===== config.mk =====
export PLATFORM = sky130hd
export DESIGN_NAME = conv1d_n16_m4_t16_p1
export DESIGN_NICKNAME = d
export VERILOG_FILES = /design/src/rtl/conv1d_n16_m4_t16_p1.sv
export SDC_FILE = /design/constraint.sdc
export NUM_CORES = 1
export LEC_CHECK = 0
export CORE_ASPECT_RATIO = 0.75
export CORE_MARGIN = 2
export CORE_UTILIZATION = 44
export CTS_CLUSTER_DIAMETER = 40
export DETAILED_ROUTE_END_ITERATION = 16
export GPL_TIMING_DRIVEN = 0
export PLACE_DENSITY = 0.65
export SETUP_SLACK_MARGIN = 0.15
export SYNTH_ARGS = -nofsm -noshare
export SYNTH_HDL_FRONTEND = slang
export SYNTH_SLANG_ARGS = --single-unit

===== constraint.sdc =====
create_clock -name clk -period 6.3 [get_ports clk]
set_clock_uncertainty 0.05 [all_clocks]
set_input_delay 1.26 -clock clk [delete_from_list [all_inputs] [get_ports clk]]
set_output_delay 1.26 -clock clk [all_outputs]
set_load 0.1 [all_outputs]

===== src/rtl/conv1d_n16_m4_t16_p1.sv =====
// Streaming 1-D convolution layer stage with ReLU: loads N signed samples, then emits
// N-M+1 results computed through a single multiply-accumulate unit.
module conv1d_n16_m4_t16_p1 #(
    parameter int T = 16,
    parameter int N = 16,
    parameter int M = 4,
    parameter logic signed [T-1:0] F0 = 16'sd1,
    parameter logic signed [T-1:0] F1 = 16'sd2,
    parameter logic signed [T-1:0] F2 = 16'sd3,
    parameter logic signed [T-1:0] F3 = 16'sd4
) (
    input  logic                clk,
    input  logic                reset,
    input  logic signed [T-1:0] s_data_in_x,
    input  logic                s_valid_x,
    output logic                s_ready_x,
    output logic signed [T-1:0] m_data_out_y,
    output logic                m_valid_y,
    input  logic                m_ready_y
);
    localparam int KW = $clog2(N);
    localparam int JW = $clog2(M + 1);
    localparam logic [KW-1:0] LAST_K = KW'(N - 1);
    localparam logic [KW-1:0] LAST_I = KW'(N - M);
    localparam logic [JW-1:0] LAST_J = JW'(M);

    typedef enum logic [1:0] {
        ST_LOAD    = 2'd0,
        ST_COMPUTE = 2'd1,
        ST_OUTPUT  = 2'd2
    } state_t;

    state_t              state_r;
    logic [KW-1:0]       k_r;
    logic [KW-1:0]       i_r;
    logic [JW-1:0]       j_r;
    logic signed [T-1:0] acc_r;
    logic signed [T-1:0] x_mem_r [N];

    logic [KW-1:0]       tap_idx_s;
    logic signed [T-1:0] coef_s;
    logic signed [T-1:0] tap_s;
    logic signed [T-1:0] prod_s;
    logic signed [T-1:0] relu_s;
    logic                s_fire_s;

    function automatic logic signed [T-1:0] coef_rom(input logic [JW-1:0] idx);
        case (idx)
            JW'(0):  return F0;
            JW'(1):  return F1;
            JW'(2):  return F2;
            JW'(3):  return F3;
            default: return {T{1'b0}};
        endcase
    endfunction

    // MAC operand selection; the product keeps only its low T bits so the sum wraps
    always_comb begin
        tap_idx_s = i_r + KW'(j_r);
        coef_s    = coef_rom(j_r);
        tap_s     = x_mem_r[tap_idx_s];
        prod_s    = coef_s * tap_s;
        relu_s    = acc_r[T-1] ? {T{1'b0}} : acc_r;
        s_fire_s  = s_valid_x && s_ready_x;
    end

    // Sample buffer write on each accepted input transfer
    always_ff @(posedge clk) begin
        if (!reset && s_fire_s) begin
            x_mem_r[k_r] <= s_data_in_x;
        end
    end

    // Control FSM: LOAD -> COMPUTE (M accumulate cycles + one ReLU register cycle) -> OUTPUT
    always_ff @(posedge clk) begin
        if (reset) begin
            state_r      <= ST_LOAD;
            k_r          <= {KW{1'b0}};
            i_r          <= {KW{1'b0}};
            j_r          <= {JW{1'b0}};
            acc_r        <= {T{1'b0}};
            s_ready_x    <= 1'b1;
            m_valid_y    <= 1'b0;
            m_data_out_y <= {T{1'b0}};
        end else begin
            case (state_r)
                ST_LOAD: begin
                    if (s_fire_s) begin
                        if (k_r == LAST_K) begin
                            k_r       <= {KW{1'b0}};
                            state_r   <= ST_COMPUTE;
                            s_ready_x <= 1'b0;
                            acc_r     <= {T{1'b0}};
                            j_r       <= {JW{1'b0}};
                        end else begin
                            k_r <= k_r + KW'(1);
                        end
                    end
                end
                ST_COMPUTE: begin
                    if (j_r == LAST_J) begin
                        m_data_out_y <= relu_s;
                        m_valid_y    <= 1'b1;
                        state_r      <= ST_OUTPUT;
                    end else begin
                        acc_r <= acc_r + prod_s;
                        j_r   <= j_r + JW'(1);
                    end
                end
                ST_OUTPUT: begin
                    if (m_ready_y) begin
                        m_valid_y <= 1'b0;
                        if (i_r == LAST_I) begin
                            i_r       <= {KW{1'b0}};
                            state_r   <= ST_LOAD;
                            s_ready_x <= 1'b1;
                        end else begin
                            i_r     <= i_r + KW'(1);
                            state_r <= ST_COMPUTE;
                            acc_r   <= {T{1'b0}};
                            j_r     <= {JW{1'b0}};
                        end
                    end
                end
                default: begin
                    state_r      <= ST_LOAD;
                    k_r          <= {KW{1'b0}};
                    i_r          <= {KW{1'b0}};
                    j_r          <= {JW{1'b0}};
                    acc_r        <= {T{1'b0}};
                    s_ready_x    <= 1'b1;
                    m_valid_y    <= 1'b0;
                    m_data_out_y <= {T{1'b0}};
                end
            endcase
        end
    end
endmodule


# Yosys cells after proc, flatten, opt, wreduce, memory -nomap -nowiden
# Memories as Yosys holds them, arrays and structs flattened.
# Index checks and enable logic that the tools add are counted.
classes:
  add_sub_neg: 5
  eq_ne: 15
  n_bitwise: 5
  n_mul: 1
  reduce_logical: 15
  n_mux: 38
op_table:
  columns: ["op", "count"]
  rows:
  - ["16-bit 2-to-1 mux", 6]
  - ["16-bit one-hot mux with 3 select lines", 1]
  - ["16-bit one-hot mux with 2 select lines", 1]
  - ["16-bit adder", 1]
  - ["16-bit by 16-bit multiplier with 16-bit output", 1]
  - ["4-bit 2-to-1 mux", 4]
  - ["4-bit one-hot mux with 2 select lines", 2]
  - ["15-bit 2-to-1 mux", 1]
  - ["3-bit 2-to-1 mux", 5]
  - ["2-bit inequality test, second input constant", 7]
  - ["3-bit one-hot mux with 4 select lines", 1]
  - ["5-bit AND reduction", 2]
  - ["1-bit 2-to-1 mux", 9]
  - ["3-bit one-hot mux with 3 select lines", 1]
  - ["4-bit by 1-bit adder with 4-bit output, second input constant", 2]
  - ["4-bit equality test, second input constant", 2]
  - ["2-bit 2-to-1 mux", 4]
  - ["3-bit by 2-bit equality test with 1-bit output, second input constant", 2]
  - ["1-bit one-hot mux with 3 select lines", 2]
  - ["2-bit one-hot mux with 3 select lines", 1]
  - ["2-bit AND reduction", 3]
  - ["2-bit OR reduction", 3]
  - ["1-bit NOT", 5]
  - ["4-bit by 3-bit adder with 4-bit output", 1]
  - ["other kinds (11)", 12]
word_totals:
  regBits: 47
  wordCells: 88
  output_inout_bits: 18
  ramBits: 256
  input_bits: 20
  n_memories: 1
memory_table:
  columns: ["name", "words", "width", "rd", "rd_clocked_by_memory_dff", "wr", "line", "text"]
  rows:
  - ["x_mem_r", 16, 16, 1, 0, 1, "38", "logic signed [T-1:0] x_mem_r [N];"]

# Logic depth before layout (Yosys ltp)
logic_depth:
  word_depth: 6
  depth_mapped: 24
  depth_no_buf: 21

# Worst setup path after synthesis
# Ideal clock, no wire load.
synth_timing:
  kind: "register -> register"
  from: "register i_r[0]"
  to: "register acc_r[14]"
  slack_ns: 0.462
  t_arrival_ns: 5.672
  required_time_ns: 6.133
  synth_period_minus_slack_ns: 5.838
  path_stages_with_launch: 24
  setup_time_ns: 0.117
  n_path_buf: 3
  path_cell_list: "dfxtp_1 ha_1 fa_1 buf_2 buf_1 buf_1 mux4_2 nand2_1 a21oi_1 a21oi_1 nor2b_1 ha_1 inv_1 fa_1 fa_1 inv_1 ha_1 a21o_1 a2111oi_0 o31a_1 a21oi_1 a31oi_1 xnor2_1 a22o_1"
synth_between:
  elab_chain_cells: 6
  word_cells_on_any_way: 9
  cone_classes: "add/sub: 2; mul: 1; eq/ne: 2; mux: 2; reduce/logical: 1; memory: 1"
synth_rtl:
  columns: ["element", "line", "text"]
  rows:
  - ["from (decl)", "35", "logic [KW-1:0] i_r;"]
  - ["from (signal assigned)", "79", "i_r <= {KW{1'b0}};"]
  - ["from (signal assigned)", "114", "i_r <= {KW{1'b0}};"]
  - ["from (signal assigned)", "118", "i_r <= i_r + KW'(1);"]
  - ["4-bit by 3-bit adder with 4-bit output", "59", "tap_idx_s = i_r + KW'(j_r);"]
  - ["memory read 16 x 16 bit", null, null]
  - ["16-bit by 16-bit multiplier with 16-bit output", "62", "prod_s = coef_s * tap_s;"]
  - ["16-bit adder", "106", "acc_r <= acc_r + prod_s;"]
  - ["16-bit 2-to-1 mux", "101", "if (j_r == LAST_J) begin"]
  - ["16-bit one-hot mux with 3 select lines", "86", "case (state_r)"]
  - ["to (signal assigned)", "93", "acc_r <= {T{1'b0}};"]
  - ["to (signal assigned)", "106", null]
  - ["to (signal assigned)", "120", "acc_r <= {T{1'b0}};"]
  - ["to (decl)", "37", "logic signed [T-1:0] acc_r;"]
# Several ways; a longest one is shown, not always the timed one. The select of a mux whose other input is x is not followed.
# A chain may end at the register's enable or synchronous reset.

# Worst setup path in the final report
layout_timing:
  from: "register j_r[0]"
  to: "register acc_r[15]"
layout_between:
  elab_chain_cells: 6
  word_cells_on_any_way: 14
  cone_classes: "add/sub: 2; mul: 1; eq/ne: 5; mux: 3; reduce/logical: 2; memory: 1"
layout_rtl:
  columns: ["element", "line", "text"]
  rows:
  - ["from (decl)", "36", "logic [JW-1:0] j_r;"]
  - ["from (signal assigned)", "80", "j_r <= {JW{1'b0}};"]
  - ["from (signal assigned)", "94", "j_r <= {JW{1'b0}};"]
  - ["from (signal assigned)", "107", "j_r <= j_r + JW'(1);"]
  - ["4-bit by 3-bit adder with 4-bit output (tied with other cells)", "59", null]
  - ["memory read 16 x 16 bit / 3-bit one-hot mux with 4 select lines (equally long branches)", null, null]
  - ["16-bit by 16-bit multiplier with 16-bit output", "62", null]
  - ["16-bit adder", "106", null]
  - ["16-bit 2-to-1 mux", "101", null]
  - ["16-bit one-hot mux with 3 select lines", "86", null]
# Several ways; a longest one is shown, not always the timed one. The select of a mux whose other input is x is not followed.

==> results.md <==
- Reg power frac: 50.4%
- Rows: 56
- Seq/Total Area, Yosys: 62.56%
- Number of global-route vias before repair: 7900
- Clk pwr share: 45.3%
- WL final: 29890 um
- Crit-path cells: ha_1, fa_2, buf_8, buf_6, mux4_2, nand2_1, nand2_1, a21oi_4, nor2_1, ha_1, fa_1, inv_1, fa_1, inv_1, ha_2, o21ai_0, a21oi_2, o211ai_1, a21oi_2, o211ai_1, a21o_1, a2111oi_2, nand3b_1
- Via-to-Cell Ratio: 5.435
- Sw Ratio: 22.08%
- Leak Pwr: 5.676 nW
- Post-detailed-route count of antenna-violating nets: 0
- Yosys top cell by area: edfxtp_1
- GRT overflow: 0
- TritonCTS clock tree: done
- Combinational power share: 4.3%
- Outcome: completed
- #FFs+latches synth: 302
- Chip Height: 157.1 um
- Arr. time, crit path: 6.27 ns
- Switching power: 0.0009601 W
- Placer's final routability congestion estimate: 0.7670
- Total of warnings raised by yosys: 0
- Worst-path clk slew: 0.05 ns
- Post-synth EDFFs: 256
- Starting density of the core: 44.33%
- DR pass1 iterations: 5
- Initial DRC Count: 685
- CP max-delay cell: fa_2
- Crit path time final: 5.860 ns
- Cell Pwr Density: 268.5 nW/um2
- Die extent in x: 208.2 um
- Area contributors post-synth: edfxtp_1 56%, mux4_2 9.8%, dfxtp_1 6.7%
- Internal power: 0.003388 W
- Final Hold Vio Count: 0
- Tot Pwr: 0.004348 W
- Final worst slack: 0.4398 ns
- Mapped Cells: 959
- Register-to-Register Path Depth: 23
- Residual DRC count: 0
- Post-CTS Setup Inserts: 0
- Sink Count: 302
- Synth top area share: 55.87%
- Share of layout cells above drive strength 1: 17.24%
- Adder-Cell Fraction of Synth Area: 8.384%
- Hold Crit Depth: 2
- Setup WS pre-CTS: -0.8537 ns
- Startpoint types: flop
- Hold Path Class: reg -> reg
- Synth Flop Type: edfxtp_1
- Rel. slew slack: 33.05%
- Largest net degree at the start of global routing: 20
- Clock root cell: clkbuf_16
- Design area: 16200 um2
- CP Max Fanout: 19
- Io pins: 38
- Mapped Area: 13760 um2
- Synth top cells by count: 256 x edfxtp_1, 112 x nand2_1, 73 x inv_1
- XOR/XNOR share of the synthesized area: 1.173%
- Number of port buffers: 36
- Routed len/inst: 20.20 um
- First-pass GRT wire length: 46370 um
- Final setup violation count: 0
- Initial antenna violation count: 0
- Synth unique cells: 50
- Clk_lat worst skew: 0.53 ns
- Core Region: 31040 um2
- Max-Cap Viols: 0
- CP max stage delay: 0.55 ns
- Layout fillers: 2580
- Synth async-reset ratio: 0%
- Post-DP HPWL: 20850 um
- Unrepaired setup endpoints after global routing: no
- Worst slew pin tran: 0.9987 ns
- Hold slack: 0.3998 ns
- Top-count cell post-synth: edfxtp_1
- CP Class: reg -> reg
- Critical Path RT: 6.71 ns
- Nets: 1143
- Crit end category: flop
- IR drop worst, VDD: 0.2532 mV
- GRT Overall Usage: 18.96%
- Clock Tree Buf Depth: 3
- H-Tree Depth: 2
- Max Slew Vio Count: 0
- Post-synthesis simple-gate area fraction: 8.348%
- Max Freq: 170.6 MHz
- Largest family of logic cells by synthesized area: multiplexers
- Syn Area/Cell: 14.35 um2
- Final period util: 93.02%
- Post-synthesis compound-gate area fraction: 5.056%
- Num CTS Buffers: 36
- Mux cell area share after synthesis: 11.14%
- Die ar.: 32720 um2
- Synth Net Count: 1055
- P&R area growth vs syn: 17.70%
- Via count: 8044
- Placed instance area: 14900 um2
## routing by layer
layer | up-vias | track usage [%] | routed length [um]
met4 | 0 | 4.933 | 603
met5 | - | 0 | 0
met3 | 46 | 3.532 | 1807
met2 | 223 | 29.95 | 13650
met1 | 4077 | 27.33 | 13820
li1 | 3698 | - | -
## repair_timing
action                                  CTS  global route
pin swaps                                 0             2
gates resized for setup                  26            29
cloned                                    0             0
endpoints found under the setup margin   11             6
hold buffers                              0             0
## path summary, 6_finish.rpt
| check | endpoint | slack (ns) | from |
|---|---|---|---|
| worst max register to register | acc_r[15] | 0.44 | j_r[0] |
| worst min-delay path | m_data_out_y[1] | 0.40 | m_data_out_y[1] |
| worst max-delay path | acc_r[15] | 0.44 | j_r[0] |
| worst min register to register | m_data_out_y[1] | 0.40 | m_data_out_y[1] |
## cells by family (layout without fill, tap and decap cells)
logic type               Yosys count  in the layout
flip-flops                       302            302
AND/OR/NAND/NOR                  262            262
AO/OA/AOI/OAI                    116            116
buffers and inverters            116            230
adder cells (fa/ha/maj)           76             76
multiplexers                      70             70
XOR/XNOR                          16             16
other                              1              2
## through the flow
step | utilization (%) | std cells | setup TNS [ns]
6_report | 52.18 | 1480 | 0
5_1_grt | 52.17 | 1479 | 0
4_1_cts | 51.93 | 1480 | 0
3_5_place_dp | 48.01 | 1417 | -5.226
3_3_place_gp | 47.13 | 1401 | -5.113
2_1_floorplan | - | 959 | 0
## worst max-delay path, delay by kind of cell (launching register included)
family                   cells  cell delay (ns)
AND/OR/NAND/NOR              4             0.46
flip-flops                   1             0.38
buffers and inverters        4             0.50
multiplexers                 1             0.31
AO/OA/AOI/OAI                8             1.63
adder cells (fa/ha/maj)      6             2.44
## layout make-up
| class | count | area, um2 | area share (%) |
|---|---|---|---|
| Antenna cell | 1 | 2.502 | 0.01545 |
| Buffer | 41 | 237.7 | 1.468 |
| Clock buffer | 43 | 948.4 | 5.856 |
| Clock inverter | 21 | 196.4 | 1.213 |
| Inverter | 73 | 274.0 | 1.692 |
| Multi-Input combinational cell | 541 | 4835 | 29.85 |
| Sequential cell | 302 | 8608 | 53.15 |
| Tap cell | 406 | 508.0 | 3.137 |
| Timing Repair Buffer | 52 | 585.6 | 3.616 |
## sequential cells by signal, summed over array words and instances (netlist names)
| name | flops |
|---|---|
| s_ready_x | 1 |
| x_mem_r | 256 |
| m_valid_y | 1 |
| k_r | 4 |
| j_r | 3 |
| acc_r | 16 |
| m_data_out_y | 15 |
| state_r | 2 |
| i_r | 4 |
## power groups by stage
stage | clock (W) | sequential, W | combinational [W]
after floorplan | 0 | 0.00224 | 0.000103
after global placement | 0 | 0.00223 | 0.000176
after detailed placement | 0 | 0.00223 | 0.000185
after CTS | 0.00201 | 0.00219 | 0.000186
after global routing | 0.00210 | 0.00219 | 0.000208
final | 0.00197 | 0.00219 | 0.000187
## layout by cell type, fill, tap and decap left out, types with 4 or more instances in the layout
cell,netlist,final
edfxtp_1,256,256
nand2_1,112,112
inv_1,73,73
a21oi_1,71,63
mux4_2,60,60
nor2_1,68,56
ha_1,49,47
dfxtp_1,46,46
clkbuf_16,0,37
clkdlybuf4s50_1,0,36
nand3_1,30,30
fa_1,27,26
clkbuf_1,27,24
nor2b_1,17,17
buf_8,0,13
nor2_2,0,12
a21o_1,10,10
xnor2_1,10,9
buf_6,1,8
a21oi_2,0,7
o21ai_0,7,7
buf_4,1,6
a22oi_1,6,6
nor3_1,10,6
clkbuf_2,0,5
mux4_1,5,5
mux2i_1,5,5
nand2b_1,5,5
clkinv_1,0,5
and3_1,4,4
o21ai_1,4,4
or3_1,4,4
nor3_2,0,4
clkinv_2,0,4
(Power assumes the default switching activity.)
